## config.mk

```make
export PLATFORM = sky130hd
export DESIGN_NAME = d0_fifo_reader_flat
export DESIGN_NICKNAME = d
export VERILOG_FILES = /design/src/rtl/d0_pkg.sv /design/src/rtl/d0_fifo_reader_if.sv /design/src/rtl/d0_skid_buffer.sv /design/src/rtl/d0_fifo_reader.sv /design/src/flat_wrapper.sv
export SDC_FILE = /design/constraint.sdc
export NUM_CORES = 1
export LEC_CHECK = 0
export BUFFER_PORTS_ARGS = -buffer_cell sky130_fd_sc_hd__buf_4
export CORE_AREA = 2 2 75 48
export DETAILED_ROUTE_END_ITERATION = 10
export DIE_AREA = 0 0 77 50
export PLACE_DENSITY = 0.58
export SYNTH_ARGS = -nofsm -noshare
export SYNTH_HDL_FRONTEND = slang
export SYNTH_SLANG_ARGS = --single-unit
```

## constraint.sdc

```tcl
create_clock -name clk -period 3.75 [get_ports clk]
set_input_delay 0.375 -clock clk [delete_from_list [all_inputs] [get_ports clk]]
set_output_delay 0.375 -clock clk [all_outputs]
set_load 0.05 [all_outputs]
```

## src/rtl/d0_pkg.sv

```systemverilog
// Shared definitions for the D0 output FIFO read path: FSM state encoding,
// default widths, skid depth and the read-issue occupancy rule.
package d0_pkg;

    typedef enum logic [2:0] {
        ST_RESET  = 3'b000,
        ST_INIT   = 3'b001,
        ST_IDLE   = 3'b010,
        ST_ACTIVE = 3'b011,
        ST_ERROR  = 3'b100
    } d0_state_t;

    localparam int D0_DATA_WIDTH   = 6;
    localparam int D0_UMBRAL_WIDTH = 4;
    localparam int D0_SKID_DEPTH   = 2;

    // A new pop may be issued only if, after this cycle's hand-off, the
    // buffered words plus the word already in flight leave a free slot.
    // Evaluated in 3 bits; a hand-off implies count>=1, so no underflow.
    function automatic logic can_issue(input logic [1:0] count,
                                       input logic       inflight,
                                       input logic       pop);
        logic [2:0] occ;
        occ = {1'b0, count} + {2'b00, inflight} - {2'b00, pop};
        return (occ < 3'd2);
    endfunction

endpackage

```

## src/rtl/d0_fifo_reader_if.sv

```systemverilog
// FIFO-side and downstream-side signals of the D0 reader. The reader uses
// the master view, the FIFO/transmit environment uses the slave view.
interface d0_fifo_reader_if
    import d0_pkg::*;
#(
    parameter int DATA_WIDTH   = D0_DATA_WIDTH,
    parameter int UMBRAL_WIDTH = D0_UMBRAL_WIDTH
) ();

    logic                    fifo_empty;
    logic                    fifo_error;
    logic [DATA_WIDTH-1:0]   fifo_data;
    logic                    fifo_rd_enable;
    logic [UMBRAL_WIDTH-1:0] umbral_out;
    logic [DATA_WIDTH-1:0]   out_data;
    logic                    out_valid;
    logic                    out_ready;

    modport master (
        input  fifo_empty, fifo_error, fifo_data, out_ready,
        output fifo_rd_enable, umbral_out, out_data, out_valid
    );

    modport slave (
        output fifo_empty, fifo_error, fifo_data, out_ready,
        input  fifo_rd_enable, umbral_out, out_data, out_valid
    );

endinterface

```

## src/rtl/d0_skid_buffer.sv

```systemverilog
// Two-entry skid buffer between the FIFO read port and the valid/ready
// output. Flush dominates both write and pop in the same cycle.
module d0_skid_buffer
    import d0_pkg::*;
#(
    parameter int DATA_WIDTH = D0_DATA_WIDTH
) (
    input  logic                  clk,
    input  logic                  reset_L,
    input  logic                  wr,
    input  logic [DATA_WIDTH-1:0] wr_data,
    input  logic                  pop,
    input  logic                  flush,
    output logic [1:0]            count,
    output logic [DATA_WIDTH-1:0] head
);

    logic [DATA_WIDTH-1:0] mem [D0_SKID_DEPTH];
    logic                  wr_ptr_reg;
    logic                  rd_ptr_reg;
    logic [1:0]            count_reg;

    logic wr_ok;
    logic pop_ok;

    assign wr_ok  = wr & ~flush;
    assign pop_ok = pop & ~flush & (count_reg != 2'd0);

    // Pointer and occupancy bookkeeping; simultaneous write and pop keep
    // the count and advance both pointers.
    always_ff @(posedge clk or negedge reset_L) begin
        if (!reset_L) begin
            wr_ptr_reg <= 1'b0;
            rd_ptr_reg <= 1'b0;
            count_reg  <= 2'd0;
        end else if (flush) begin
            wr_ptr_reg <= 1'b0;
            rd_ptr_reg <= 1'b0;
            count_reg  <= 2'd0;
        end else begin
            if (wr_ok)
                wr_ptr_reg <= ~wr_ptr_reg;
            if (pop_ok)
                rd_ptr_reg <= ~rd_ptr_reg;
            case ({wr_ok, pop_ok})
                2'b10:   count_reg <= count_reg + 2'd1;
                2'b01:   count_reg <= count_reg - 2'd1;
                default: count_reg <= count_reg;
            endcase
        end
    end

    // Storage array; contents need no reset because head is masked when empty.
    always_ff @(posedge clk) begin
        if (wr_ok)
            mem[wr_ptr_reg] <= wr_data;
    end

    assign count = count_reg;
    assign head  = (count_reg != 2'd0) ? mem[rd_ptr_reg] : '0;

    // The read-issue rule guarantees a free slot for every word in flight.
    no_write_when_full: assert property (
        @(posedge clk) disable iff (!reset_L) !(wr_ok && count_reg == 2'd2)
    );

endmodule

```

## src/rtl/d0_fifo_reader.sv

```systemverilog
// Read-side controller of the D0 output FIFO: programs the threshold during
// init, issues pops while downstream has room, re-times read data through a
// 2-entry skid buffer and latches FIFO errors until the next soft init.
module d0_fifo_reader
    import d0_pkg::*;
#(
    parameter int DATA_WIDTH   = D0_DATA_WIDTH,
    parameter int UMBRAL_WIDTH = D0_UMBRAL_WIDTH
) (
    input  logic                    clk,
    input  logic                    reset_L,
    input  logic                    init,
    input  logic [UMBRAL_WIDTH-1:0] umbral_in,
    d0_fifo_reader_if.master        io,
    output logic [2:0]              state_out,
    output logic                    error_out
);

    d0_state_t state_reg;
    d0_state_t state_next;

    logic                    inflight_reg;
    logic [UMBRAL_WIDTH-1:0] umbral_reg;
    logic                    error_reg;

    logic [1:0]              skid_count;
    logic [DATA_WIDTH-1:0]   skid_head;
    logic                    out_valid;
    logic                    pop;
    logic                    rd_enable;
    logic                    flush;
    logic                    skid_wr;

    assign out_valid = (skid_count != 2'd0);
    assign pop       = out_valid & io.out_ready;
    assign rd_enable = (state_reg == ST_ACTIVE) & ~io.fifo_empty & init
                     & can_issue(skid_count, inflight_reg, pop);

    // Leaving the streaming states empties the buffer on that same edge, so
    // INIT and ERROR never present stale data; the word in flight is dropped.
    assign flush   = !((state_next == ST_IDLE) || (state_next == ST_ACTIVE));
    assign skid_wr = inflight_reg & ~flush;

    // Next-state selection: soft init overrides everything, error precedes empty.
    always_comb begin
        state_next = state_reg;
        if (!init) begin
            state_next = ST_INIT;
        end else begin
            case (state_reg)
                ST_RESET:  state_next = ST_INIT;
                ST_INIT:   state_next = ST_IDLE;
                ST_IDLE: begin
                    if (io.fifo_error)
                        state_next = ST_ERROR;
                    else if (!io.fifo_empty)
                        state_next = ST_ACTIVE;
                end
                ST_ACTIVE: begin
                    if (io.fifo_error)
                        state_next = ST_ERROR;
                    else if (io.fifo_empty && !inflight_reg && skid_count == 2'd0)
                        state_next = ST_IDLE;
                end
                ST_ERROR:  state_next = ST_ERROR;
                default:   state_next = ST_RESET;
            endcase
        end
    end

    // State register.
    always_ff @(posedge clk or negedge reset_L) begin
        if (!reset_L)
            state_reg <= ST_RESET;
        else
            state_reg <= state_next;
    end

    // In-flight flag, threshold programming and sticky error flag.
    always_ff @(posedge clk or negedge reset_L) begin
        if (!reset_L) begin
            inflight_reg <= 1'b0;
            umbral_reg   <= '0;
            error_reg    <= 1'b0;
        end else begin
            inflight_reg <= rd_enable;
            if (state_reg == ST_INIT)
                umbral_reg <= umbral_in;
            error_reg <= (state_next == ST_ERROR);
        end
    end

    d0_skid_buffer #(
        .DATA_WIDTH (DATA_WIDTH)
    ) u_skid (
        .clk     (clk),
        .reset_L (reset_L),
        .wr      (skid_wr),
        .wr_data (io.fifo_data),
        .pop     (pop),
        .flush   (flush),
        .count   (skid_count),
        .head    (skid_head)
    );

    assign io.fifo_rd_enable = rd_enable;
    assign io.umbral_out     = umbral_reg;
    assign io.out_valid      = out_valid;
    assign io.out_data       = skid_head;
    assign state_out         = state_reg;
    assign error_out         = error_reg;

endmodule
```

## src/flat_wrapper.sv

```systemverilog
// flat-port wrapper written by rule: the top's interface ports become plain ports
module d0_fifo_reader_flat import d0_pkg::*;
#(
    parameter int DATA_WIDTH   = D0_DATA_WIDTH,
    parameter int UMBRAL_WIDTH = D0_UMBRAL_WIDTH
)
  (clk, reset_L, init, umbral_in, state_out, error_out, io_fifo_empty, io_fifo_error, io_fifo_data, io_out_ready, io_fifo_rd_enable, io_umbral_out, io_out_data, io_out_valid);
  d0_fifo_reader_if #(.DATA_WIDTH(DATA_WIDTH), .UMBRAL_WIDTH(UMBRAL_WIDTH)) io_i ();
  input  logic clk;
  input  logic reset_L;
  input  logic init;
  input  logic [UMBRAL_WIDTH-1:0] umbral_in;
  output logic [2:0] state_out;
  output logic error_out;
  input wire logic [$bits(io_i.fifo_empty)-1:0] io_fifo_empty;
  input wire logic [$bits(io_i.fifo_error)-1:0] io_fifo_error;
  input wire logic [$bits(io_i.fifo_data)-1:0] io_fifo_data;
  input wire logic [$bits(io_i.out_ready)-1:0] io_out_ready;
  output wire logic [$bits(io_i.fifo_rd_enable)-1:0] io_fifo_rd_enable;
  output wire logic [$bits(io_i.umbral_out)-1:0] io_umbral_out;
  output wire logic [$bits(io_i.out_data)-1:0] io_out_data;
  output wire logic [$bits(io_i.out_valid)-1:0] io_out_valid;
  assign io_i.fifo_empty = io_fifo_empty;
  assign io_i.fifo_error = io_fifo_error;
  assign io_i.fifo_data = io_fifo_data;
  assign io_i.out_ready = io_out_ready;
  assign io_fifo_rd_enable = io_i.fifo_rd_enable;
  assign io_umbral_out = io_i.umbral_out;
  assign io_out_data = io_i.out_data;
  assign io_out_valid = io_i.out_valid;
  d0_fifo_reader #(.DATA_WIDTH(DATA_WIDTH), .UMBRAL_WIDTH(UMBRAL_WIDTH)) u_core (.clk(clk), .reset_L(reset_L), .init(init), .umbral_in(umbral_in), .io(io_i), .state_out(state_out), .error_out(error_out));
endmodule
```

==> results of run 1 <==
[layout make-up]
type,count,share of cell area [%]
Clock inverter,1,0.524
Tap cell,45,3.93
Sequential cell,25,47.9
Timing Repair Buffer,32,16.9
Inverter,4,1.05
Clock buffer,3,2.88
Multi-Input combinational cell,53,26.8
[per-layer routing]
| layer | global-route usage [%] | wire length [um] |
|---|---|---|
| met1 | 15.5 | 958 |
| met2 | 17.7 | 910 |
| met3 | 4.58 | 91 |
| met4 | 3.57 | 0 |
| met5 | 0 | 0 |
[power groups by stage]
stage / Clock [mW] / Sequential, mW / Combinational, mW
5_1_grt: 0.179 / 0.319 / 0.141
4_1_cts: 0.164 / 0.315 / 0.134
3_3_place_gp: 0 / 0.321 / 0.132
3_5_place_dp: 0 / 0.321 / 0.133
2_1_floorplan: 0 / 0.373 / 0.0317
6_report: 0.158 / 0.315 / 0.133
[metrics by stage]
| step | instances | setup slack [ns] | instance area [sq um] | total power, mW |
|---|---|---|---|---|
| CTS | 163 | 0.608 | 1430 | 0.614 |
| detailed placement | 158 | 0.922 | 1370 | 0.454 |
| floorplan | 83 | 0.385 | 1090 | 0.405 |
| global placement | 158 | 1.01 | 1370 | 0.453 |
| global route | 163 | 0.316 | 1430 | 0.639 |
| finish | 163 | 0.634 | 1430 | 0.606 |
[worst reg2reg max path: cells and delay by family (launching register included)]
family	cells	cell delay [ns]
compound gates	1	0.36
fa+ha+maj	2	0.69
flops	1	0.45
buf+inv	1	0.08
xor+xnor	1	0.17
simple gates	2	0.48
[how the worst max path moves through the flow]
stage | startpoint | endpoint | slack, ns
floorplan | u_core.u_skid.count[0]$_DFFE_PN0P_ | io_fifo_rd_enable | 0.38
global placement | u_core.u_skid.count[0]$_DFFE_PN0P_ | io_fifo_rd_enable | 1.01
detailed placement | u_core.u_skid.count[0]$_DFFE_PN0P_ | io_fifo_rd_enable | 0.92
CTS | u_core.u_skid.count[0]$_DFFE_PN0P_ | io_fifo_rd_enable | 0.61
global route | u_core.u_skid.count[0]$_DFFE_PN0P_ | io_fifo_rd_enable | 0.32
finish | u_core.u_skid.count[0]$_DFFE_PN0P_ | io_fifo_rd_enable | 0.63
[cells by family after synthesis]
group,Yosys count
AO/OA/AOI/OAI,9
AND/OR/NAND/NOR,26
flip-flops,25
XOR/XNOR,5
adder cells (fa/ha/maj),3
buffers and inverters,5
multiplexers,10
[layout by cell type (no fill, tap or decap), drive strengths merged, types with 2 or more instances in the layout]
cell	n
nand2b	4
o21ai	2
ha	2
mux2i	6
xor2	3
buf	31
mux2	4
xnor2	2
nand2	2
edfxtp	12
inv	4
nor3	2
nor2	13
dfrtp	13
a21boi	2
clkbuf	3
==> summary.md, run 1 <==
The run finished with clean final reports. Setup violations remaining at the end of the flow were counted as 0. After Yosys synthesis, and, or, nand and nor cells account for 11.7% of the synthesized area. The filler cells instantiated in the layout total 326.

The die covers 0.00385 sq mm. Detailed routing inserted a total of 735 vias. Of the post-synthesis cell area, the dominant cell type holds 33.1%. IR analysis of the VDD net gives a maximum drop of 0.158 mV. Data on the critical path arrives at its endpoint at 2.74 ns. Of the total synthesized cell area, the portion taken by full adders, half adders and majority gates is 4.13%. In this run switching power makes up 29.5% of total power. The startpoint identified for the worst hold timing path is io_fifo_data[2]. Summing every instance area after synthesis gives 0.00109 sq mm. The combinational family with the most area after synthesis was simple AND/OR/NAND/NOR gates. Traced cell by cell, the critical path runs through o21ai_0, inv_1, ha_1, or2b_1, fa_1, xor2_1, nor3_1, buf_4. Counting the buffers created by CTS gives 3.

The initial utilization of the core area, before any placement, comes to 34.5%. The number of flip-flops under the largest register name was 12. Once the clock tree was built, the setup fixing pass inserted 0 buffers.

Timing would allow up to 321 MHz. Of all cell types, the one taking the most synthesized area is sky130_fd_sc_hd__edfxtp_1. Compared with the post-synthesis result, the final layout area differs by 31.5%. In this run the number of cells on the critical path is 8. After detailed routing, the number of vias per cell comes to 4.51.

For hold timing, the worst endpoint is u_core.u_skid.mem[1][2]$_DFFE_PP_. The tool flagged a number of max-cap violations equal to 0. The xor/xnor share of the synthesized area is 4.02%. The power dissipated by switching net loads came out at 178 uW.

The first global-routing pass estimated 3370 um of wire. The worst reg-to-reg setup slack is 1.42 ns, and the number of cells on the worst reg-to-reg path is 7. The number of instances resized during post-cts repair came out at 0. The run gives 722 as the number of global-route vias before repair. After routing, the total negative slack on setup checks comes to 0 ns. In this run the tightest slew margin relative to its limit is 39.3%. The portion of synthesized area spent on multiplexers is 9.64%. Internal power comes to 427 uW.

The number of hold violations in the final report is 0. Sequential area share after synthesis: 62.9%. The register with the most flip-flops in the final layout is u_core.u_skid.mem. STA classifies the critical path startpoint as a register.

TritonCTS built the clock tree. The die boundary height is 50 um, and the setup clock skew after layout is 0.00461 ns. The synthesized design contains 12 enable-type register cells.

The worst flop-to-flop path endpoint was u_core.inflight_reg$_DFF_PN0_. Row generation in the floorplan step produced 16 rows. The tools report the count of inserted antenna diode cells as 0.

The startpoint identified for the worst register-to-register timing path is u_core.u_skid.count[0]$_DFFE_PN0P_. The later pin in the worst-skew pair is clocked with a latency of 0.27 ns. For the number of buffers inserted by hold repair at cts, the log shows 1. The final global-route overflow total came out at 0. The buffer and inverter count on the worst path came out at 2. The slowest stage of the critical path belongs to the cell sky130_fd_sc_hd__dfrtp_1. In this run the horizontal extent of the chip is 77 um. Kind of cell adding the most delay to the critical path: adder cells. After synthesis, the cell types taking the most area are sky130_fd_sc_hd__edfxtp_1, sky130_fd_sc_hd__dfrtp_1, sky130_fd_sc_hd__mux2i_1, sky130_fd_sc_hd__nor2_1, sky130_fd_sc_hd__mux2_2. The number of synthesized register bits works out to 25.

The count of pins over their slew limit is 0. For the post-synthesis instance total, the log shows 83. Clock tree synthesis selected as its root buffer the cell sky130_fd_sc_hd__clkbuf_8.

The slew at the pin closest to its max-slew limit was 0.904 ns. In this run the static leakage power is 0.606 nW. The clock period could shrink to 3.12 ns.

The tools report the proportion of power drawn by the clock network as 26.0%. The share of total power dissipated in combinational logic is 21.9%. The share of layout cells above drive strength 1 was 33.9%; the count of boundary I/O pins was 32. The top fanout value on the critical path works out to 6. The most used flip-flop cell after synthesis is sky130_fd_sc_hd__dfrtp_1. Entering global routing, the biggest net connects 16 pins. The count of nets left with antenna violations once routing finished came out at 0.

The mean routed wirelength per cell was 12.0 um. Per report_power, the sequential group accounts for 52.0% of the total. The detailed router finished its first iteration with 91 violations.

The number of cells on the worst hold path was 1. When the netlist entered floorplanning its net count stood at 102. Setup repair after global routing left no endpoint under its margin. The final core utilization was 45.3%; the number of port buffers was 31.

The tools report the placeable core area as 0.00316 sq mm. By count the netlist is led by sky130_fd_sc_hd__dfrtp_1, sky130_fd_sc_hd__nor2_1, sky130_fd_sc_hd__edfxtp_1. The H-tree depth reported by CTS was 1. The run gives 0 as the number of antenna violations at the first check in global routing. STA classifies the critical path endpoint as an output port. The routed design has 1960 um of wire. The clock tree buffer depth is 2, and the area of combinational cells with multiple inputs is 384 sq um. The type of the most critical hold path is input pin to register.

Last weighted congestion value of the routability-driven placer: 0.805. In this design, the stage delay of the slowest critical-path cell is 0.45 ns. At the end of the flow, the number of nets in the layout was 138. Of the available clock period, the critical path in the final layout requires 83.1%.

For the worst setup path, the data required time is 3.38 ns. Fraction of synthesis flops using an asynchronous set or reset pin: 52.0%. Before antenna repair, the detailed router went through 4 iterations. The register clock-pin slew on the reported worst setup and hold paths is 0.09 ns, and the complex-gate fraction of the synthesized area is 5.74%. For the overall fraction of global-route tracks in use, the log shows 11.7%. Power spread over the standard cell area amounts to 423 mW/mm^2.

Across the whole layout, storage elements account for 686 sq um. After detailed routing, the number of remaining DRC violations is 0. The clock net in this run drives a total of 25 sinks.

Detailed placement finished with a half-perimeter wire length of 1490 um. The synthesized netlist contains 27 unique library cells. Final hold analysis gives a worst-case slack of 0.288 ns. The critical path is of the register to output port type. The synthesized area per cell is 13.1 sq um.

Count of warnings emitted by yosys: 0.
(Power assumes the default switching activity.)
==> run 2, diff against run 1 <==
--- a/config.mk
+++ b/config.mk
@@ -9,7 +9,7 @@
 export CORE_AREA = 2 2 75 48
 export DETAILED_ROUTE_END_ITERATION = 10
 export DIE_AREA = 0 0 77 50
-export PLACE_DENSITY = 0.58
+export PLACE_DENSITY = 0.61
 export SYNTH_ARGS = -nofsm -noshare
 export SYNTH_HDL_FRONTEND = slang
 export SYNTH_SLANG_ARGS = --single-unit
==> constraint.sdc (replaced) <==
create_clock -name clk -period 2.8 [get_ports clk]
set_input_delay 0.28 -clock clk [delete_from_list [all_inputs] [get_ports clk]]
set_output_delay 0.28 -clock clk [all_outputs]
set_load 0.05 [all_outputs]
==> run 2 against run 1 <==
Effect of this change:
- setup slack got worse by 0.59 ns
- routed wire length rose by 12%
- via count rose by 2.3%
- die area did not move
- cell area rose by 3.6%
- combinational power rose by 35%
- worst hold slack got worse by 0.10 ns
- clock-buffer cell count did not move
- non-clock buffer count rose by 4
==> summary.md, run 2 (synthesized netlist as in run 1, its figures left out) <==
The run finished with clean final reports. The library cells used most frequently in the layout, excluding fill and tap cells, are sky130_fd_sc_hd__buf_4, sky130_fd_sc_hd__nor2_1, sky130_fd_sc_hd__edfxtp_1, sky130_fd_sc_hd__dfrtp_1, sky130_fd_sc_hd__mux2i_1. In this design, the largest share of critical-path delay is due to adder cells. In this run the critical register-to-register path is launched from u_core.u_skid.count[0]$_DFFE_PN0P_. For this run, the total global-route usage over all layers was measured as 12.5%. The type of the most critical hold path was input pin to register. The initial utilization of the core area, before any placement, comes to 34.5%. The tools report the final global-route overflow total as 0. In the final layout, the share of cells above drive strength 1 is 39.3%.

In this run the worst path has a maximum fanout of 2. The worst hold path begins at io_fifo_data[4]. Counting cells, the worst reg-to-reg path comes to 7. The critical path goes through o21ai_2, inv_1, ha_1, or2b_1, fa_1, nand4b_1, nor3_4, buf_6.

Setup repair after global routing could not meet its margin everywhere. STA puts the critical path data required time at 2.52 ns. Summed over all cells, the static leakage comes to 0.625 nW. The die covers 0.00385 sq mm. The cell sitting at the root of the clock tree is a sky130_fd_sc_hd__clkbuf_8. The total of max-cap violations is 0, and the count of boundary I/O pins is 32. The number of placement rows was 16; the count of pins over their slew limit was 0. For this block, the initial DRC count from the detailed router was 59. In this run the tool buffered the top-level ports with 31 buffer cells. For the number of antenna violations at the first check in global routing, the log shows 0. TritonCTS built the clock tree. Setup violations remaining at the end of the flow were counted as 0.

STA classifies the critical path endpoint as an output port. In the routed design, unresolved DRC markers number 0. The setup clock skew after layout was 0.00785 ns; the slew at the pin closest to its max-slew limit was 0.480 ns. The detailed-router iteration count before antenna repair is 4, and the worst reg-to-reg setup slack is 0.70 ns. Detailed placement finished with a half-perimeter wire length of 1580 um. Measured along the y axis, the die boundary spans 50 um.

The number of cells on the worst hold path is 1. The largest net degree at the start of global routing came out at 16. Together, buffers and inverters on the worst path number 2.

Via count: 752. The clock tree buffer depth came out at 2. Die span in x: 77 um. The run gives 0 as the number of hold violations in the final report. The number of global-route vias before repair is 721, and the final-stage net count is 142.

The logs give 2.48 ns for the critical path arrival and 3 for the total CTS buffers. Adding up every negative setup slack in the final design gives 0 ns. The worst path in the final design needs a cycle of 2.76 ns, including I/O delays and setup. The final worst slack is 0.0425 ns. For hold timing, the worst endpoint is u_core.u_skid.mem[1][4]$_DFFE_PP_. The share of the clock period used by the worst path came out at 98.5%. The tools report the worst flop-to-flop path endpoint as u_core.inflight_reg$_DFF_PN0_. Measured against its own limit, the worst slew margin works out to 67.9%.

Startpoint type of the worst setup path: a register. The register clock-pin slew on the reported worst setup and hold paths is 0.09 ns. The H-tree depth reported by CTS came out at 1. The register with the most flip-flops in the layout has 12 of them. The tree built by TritonCTS fans out to 25 sinks. The final layout contains routed wiring with a total length of 2200 um. Counting flops per register, the top entry is u_core.u_skid.mem. The last weighted congestion value of the routability-driven placer is 0.750, and the power density over the cells is 554 mW/mm^2. Clock latency on the worst-skew pair: 0.27 ns. The startpoint-to-endpoint class of the critical path was register to output port. The pre-CTS setup slack was 0.166 ns; the synthesis-to-layout area growth was 36.2%. The worst-case IR drop observed on VDD is 0.245 mV.

Leaving out fill and tap cells, the most frequent cell in the layout is sky130_fd_sc_hd__buf_4. For the count of inserted antenna diode cells, the log shows 0. In this run the remaining antenna-violating nets after routing total 0.

After detailed routing, the number of vias per cell comes to 4.50. The first global-routing pass estimated 3520 um of wire. The mean routed wirelength per cell was 13.2 um; the placeable core area was 0.00316 sq mm. Delay of the slowest cell on the worst path: 0.53 ns. Among all stages on the critical path, the largest delay is contributed by sky130_fd_sc_hd__fa_1.

The run gives 363 MHz as the maximum operating frequency.
-- run 2: where the power goes --
| part | leakage, nW | internal [mW] | switching, mW | total (mW) |
|---|---|---|---|---|
| clock | 0.0217 | 0.101 | 0.119 | 0.219 |
| combinational | 0.331 | 0.0662 | 0.114 | 0.180 |
| sequential | 0.272 | 0.407 | 0.0162 | 0.423 |
-- run 2: worst register-to-register path: stages, from the launching register on --
cell	delay [ns]
sky130_fd_sc_hd__dfrtp_2	0.43
sky130_fd_sc_hd__o21ai_2	0.18
sky130_fd_sc_hd__inv_1	0.06
sky130_fd_sc_hd__ha_1	0.26
sky130_fd_sc_hd__or2b_1	0.25
sky130_fd_sc_hd__fa_1	0.53
sky130_fd_sc_hd__nand4b_1	0.15
sky130_fd_sc_hd__nor3_4	0.17
-- run 2: worst max-delay path by stage --
| stage | slack [ns] | end | depth (start not counted) | startpoint |
|---|---|---|---|---|
| after floorplan | 0.13 | io_fifo_rd_enable | 7 | u_core.u_skid.count[0]$_DFFE_PN0P_ |
| after global placement | 0.31 | io_fifo_rd_enable | 8 | u_core.u_skid.count[1]$_DFFE_PN0P_ |
| after detailed placement | 0.17 | io_fifo_rd_enable | 8 | u_core.u_skid.count[1]$_DFFE_PN0P_ |
| after CTS | 0.03 | io_fifo_rd_enable | 8 | u_core.u_skid.count[0]$_DFFE_PN0P_ |
| after global routing | -0.10 | io_fifo_rd_enable | 8 | u_core.u_skid.count[0]$_DFFE_PN0P_ |
| final | 0.04 | io_fifo_rd_enable | 8 | u_core.u_skid.count[0]$_DFFE_PN0P_ |
-- run 2: area by class of cell --
| class | instances | area (sq um) |
|---|---|---|
| fill | 305 | 1680 |
| sequential | 25 | 688 |
| multi-input combinational | 53 | 399 |
| timing repair buffer | 36 | 277 |
| tap | 45 | 56.3 |
| clock buffer | 3 | 41.3 |
| inverter | 4 | 15.0 |
| clock inverter | 1 | 7.51 |
-- run 2: what timing repair did --
action / in CTS / in global routing
buffers inserted: 2 / 0
gates resized for setup: 5 / 0
hold buffers: 1 / 0
endpoints found under the hold margin: 13 / 0
endpoints found under the setup margin: 1 / 1
-- run 2: stage by stage --
step                      area, sq um  utilization (%)  hold WS (ns)  cells  power (mW)
final                            1480             46.9         0.188    167       0.822
after CTS                        1480             46.9         0.182    167       0.831
after detailed placement         1400             44.3         0.138    160       0.611
after global placement           1400             44.3         0.136    160       0.609
after global routing             1480             46.9         0.172    167       0.860
after floorplan                  1100                -       -0.0156     83       0.544
-- run 2: metal layers --
layer	up-vias	global-route usage, %	wire length [um]
li1	366	-	-
met2	15	20.2	1100
met4	0	5.36	27
met1	369	15.5	973
met3	2	4.03	106
met5	-	0	0
==> run 3, diff against run 2 <==
--- a/config.mk
+++ b/config.mk
@@ -6,9 +6,9 @@
 export NUM_CORES = 1
 export LEC_CHECK = 0
 export BUFFER_PORTS_ARGS = -buffer_cell sky130_fd_sc_hd__buf_4
-export CORE_AREA = 2 2 75 48
+export CORE_AREA = 5 5 78 51
 export DETAILED_ROUTE_END_ITERATION = 10
-export DIE_AREA = 0 0 77 50
+export DIE_AREA = 0 0 83 56
 export PLACE_DENSITY = 0.61
 export SYNTH_ARGS = -nofsm -noshare
 export SYNTH_HDL_FRONTEND = slang
==> constraint.sdc (replaced) <==
create_clock -name clk -period 2.8 [get_ports clk]
set_input_delay 0.14 -clock clk [delete_from_list [all_inputs] [get_ports clk]]
set_output_delay 0.14 -clock clk [all_outputs]
set_load 0.05 [all_outputs]
==> run 3 against run 2 <==
Effect of this change:
- setup slack gained 0.16 ns
- clock power is essentially flat
- critical path depth is the same
- register-to-register slack is essentially flat
- cell count grew 1.8%
- routed wire length grew 2.2%
- worst hold slack lost 0.14 ns
- utilization grew 0.51 points
- critical endpoint unchanged
- largest cell class unchanged
- largest power group unchanged
- highest routed layer unchanged
==> summary.md, run 3 (synthesized netlist as in run 1, its figures left out) <==
Detailed-router iteration count before antenna repair: 4. 32 I/O pins were placed. Data on the critical path is required at its endpoint by 2.66 ns.

The effective utilization at floorplan came out at 34.5%. The type of the most critical hold path is input pin to register. The run finished with clean final reports. The worst setup path is launched from a register. Startpoint of the most critical setup path: u_core.u_skid.count[0]$_DFFE_PN0P_. The share of total power consumed by net switching is 30.0%.

The minimum period implied by the final worst setup slack came out at 2.60 ns. The worst flop-to-flop path endpoint is u_core.inflight_reg$_DFF_PN0_. Counting along the longest clock path gives a buffer depth of 2.

The proportion of power drawn by combinational gates was 22.0%. The slowest stage of the critical path belongs to the cell sky130_fd_sc_hd__fa_1. Final hold analysis gives a worst-case slack of 0.0494 ns. The number of antenna violations at the first check in global routing is 0. For the post-DP HPWL, the log shows 1660 um.

Before CTS, the worst setup slack after placement is 0.409 ns. The signal on the critical path passes through o21ai_2, inv_1, ha_1, or2b_1, fa_1, nand4b_1, nor3_2, buf_6. The largest register by flop count is u_core.u_skid.mem.

The floorplan step defined a die boundary enclosing 0.00465 sq mm. The run gives 170 as the count of placed standard cells in the final layout, fillers left out. The count of cell instances traversed by the critical path works out to 8.

Clock root buffer: sky130_fd_sc_hd__clkbuf_8. The share of the clock period used by the worst path is 92.8%. The share of total power in sequential cells is 51.6%, and the count of pins over their slew limit is 0. The run gives 0.71 ns as the worst reg-to-reg setup slack.

The tool flagged a number of max-cap violations equal to 0. The startpoint of the worst-slack reg-to-reg timing path was u_core.u_skid.count[0]$_DFFE_PN0P_. The tools report the critical path capture point type as an output port. The number of hold violations in the final report is 0. The tools report the power dissipated by switching net loads as 246 uW. Broken down by cell family, the worst path's largest delay share belongs to adder cells. The number of cells on the worst hold path came out at 1. The clock sink count is 25, and the delay of the slowest cell on the worst path is 0.50 ns. The cell count after placement is 160, and the buffer and inverter count on the worst path is 2. The run gives 1 as the H-tree depth reported by CTS. In the layout the commonest cells are sky130_fd_sc_hd__buf_4, sky130_fd_sc_hd__nor2_1, sky130_fd_sc_hd__edfxtp_1, sky130_fd_sc_hd__dfrtp_1, sky130_fd_sc_hd__mux2i_1.

The worst setup path endpoint was io_fifo_rd_enable. After detailed routing, the number of remaining DRC violations is 0. The number of placement rows was 16; the die span in x was 83 um. The register clock-pin slew on the reported worst setup and hold paths is 0.09 ns. Setup violations remaining at the end of the flow were counted as 0. The number of global-route vias before repair was 773; the setup clock skew after layout was 0.00594 ns.

The worst pin sits at a relative slew slack of 71.1%. Global routing used 10.1% of the available tracks across all layers. After global routing the overflow that remains totals 0. Dividing the detail-routed wire length by the instance count gives 13.2 um.

TritonCTS built the clock tree. Entering global routing, the biggest net connects 16 pins. The maximum VDD drop is 0.280 mV, and the power density over the cells is 546 mW/mm^2.

For the pin with the worst max-slew slack, the measured transition is 0.432 ns. The wire length of the first global-routing pass was 3690 um; the clock latency on the worst-skew pair was 0.27 ns. Derived from the worst setup path, the maximum achievable clock frequency is 385 MHz.

The analysis attributes to cell leakage a power of 0.641 nW. The number of cells on the worst reg-to-reg path works out to 7. The register with the most flip-flops in the layout has 12 of them. After layout, the worst setup slack is 0.202 ns. For the final-stage net count, the log shows 145. The internal portion of the total power is 573 uW. The initial detailed-routing violation count is 33, and the total CTS buffers is 3.

Along the worst path, the maximum fanout reaches 4. The completed layout was analyzed and its total power is 820 uW. The detail route stage leaves a number of antenna-violating nets equal to 0. The congestion estimate from routability-driven global placement came to 0.725. Startpoint-to-endpoint class of the critical path: register to output port. The clock network burns 26.4% of the power. The logs give 0 for the count of inserted antenna diode cells and 2.46 ns for the critical path arrival. The tools report the placeable core area as 0.00316 sq mm. The area growth from synthesis to layout is 37.7%. In this run the tool buffered the top-level ports with 31 buffer cells. The share of layout cells above drive strength 1 came out at 40.8%.

For this run, the share of the core covered by cells in the final layout is 47.4%. The library cell used most frequently in the layout, excluding fill and tap cells, is sky130_fd_sc_hd__buf_4. From bottom edge to top edge, the die measures 56 um.

The vias per cell is 4.55, and the sum of routed wire length over all layers is 2250 um. The routed layout has 774 vias.
==> run 3: worst min path at each step <==
| stage | start | to | slack (ns) |
|---|---|---|---|
| global route | io_fifo_data[4] | u_core.u_skid.mem[1][4]$_DFFE_PP_ | 0.03 |
| CTS | io_fifo_data[0] | u_core.u_skid.mem[0][0]$_DFFE_PP_ | 0.04 |
| floorplan | reset_L | u_core.error_out$_DFF_PN0_ | -0.16 |
| detailed placement | reset_L | u_core.io.umbral_out[2]$_DFFE_PN0P_ | -0.002 |
| finish | io_fifo_data[4] | u_core.u_skid.mem[1][4]$_DFFE_PP_ | 0.05 |
| global placement | reset_L | u_core.io.umbral_out[2]$_DFFE_PN0P_ | -0.003 |
==> run 3: repair_timing <==
item,CTS,global route
hold buffers,1,0
buffers inserted,0,5
setup endpoints to repair,0,1
resized for setup,0,5
hold endpoints to repair,13,0
==> run 3: worst reg2reg max path, delay by kind of cell (launching register included) <==
family / cells / cell delay (ns)
fa+ha+maj: 2 / 0.76
simple gates: 3 / 0.59
flops: 1 / 0.44
compound gates: 1 / 0.15
buf+inv: 1 / 0.06
==> run 3: final cells by class <==
| type | count | area, sq um |
|---|---|---|
| Sequential cell | 25 | 688 |
| Fill cell | 306 | 1660 |
| Tap cell | 45 | 56.3 |
| Timing Repair Buffer | 39 | 299 |
| Clock buffer | 3 | 41.3 |
| Clock inverter | 1 | 7.51 |
| Inverter | 4 | 15.0 |
| Multi-Input combinational cell | 53 | 393 |
==> run 3: routing by layer <==
layer,global-route usage (%),vias to the layer above,wire length (um)
met3,3.25,4,65
met1,12.1,377,1010
li1,-,374,-
met4,4.20,0,58
met5,0,-,0
met2,16.7,19,1120
==> run 3: per-stage QoR <==
step            TNS, ns  instance area [sq um]
4_1_cts               0                   1450
2_1_floorplan         0                   1090
3_3_place_gp          0                   1390
3_5_place_dp          0                   1390
6_report              0                   1500
5_1_grt        -0.00107                   1500
==> run 3: power by group through the flow <==
stage          sequential (mW)  combinational, mW  clock (mW)
6_report                 0.423              0.180       0.216
5_1_grt                  0.426              0.192       0.239
4_1_cts                  0.423              0.181       0.226
3_5_place_dp             0.431              0.180           0
3_3_place_gp             0.430              0.178           0
2_1_floorplan            0.499             0.0431           0
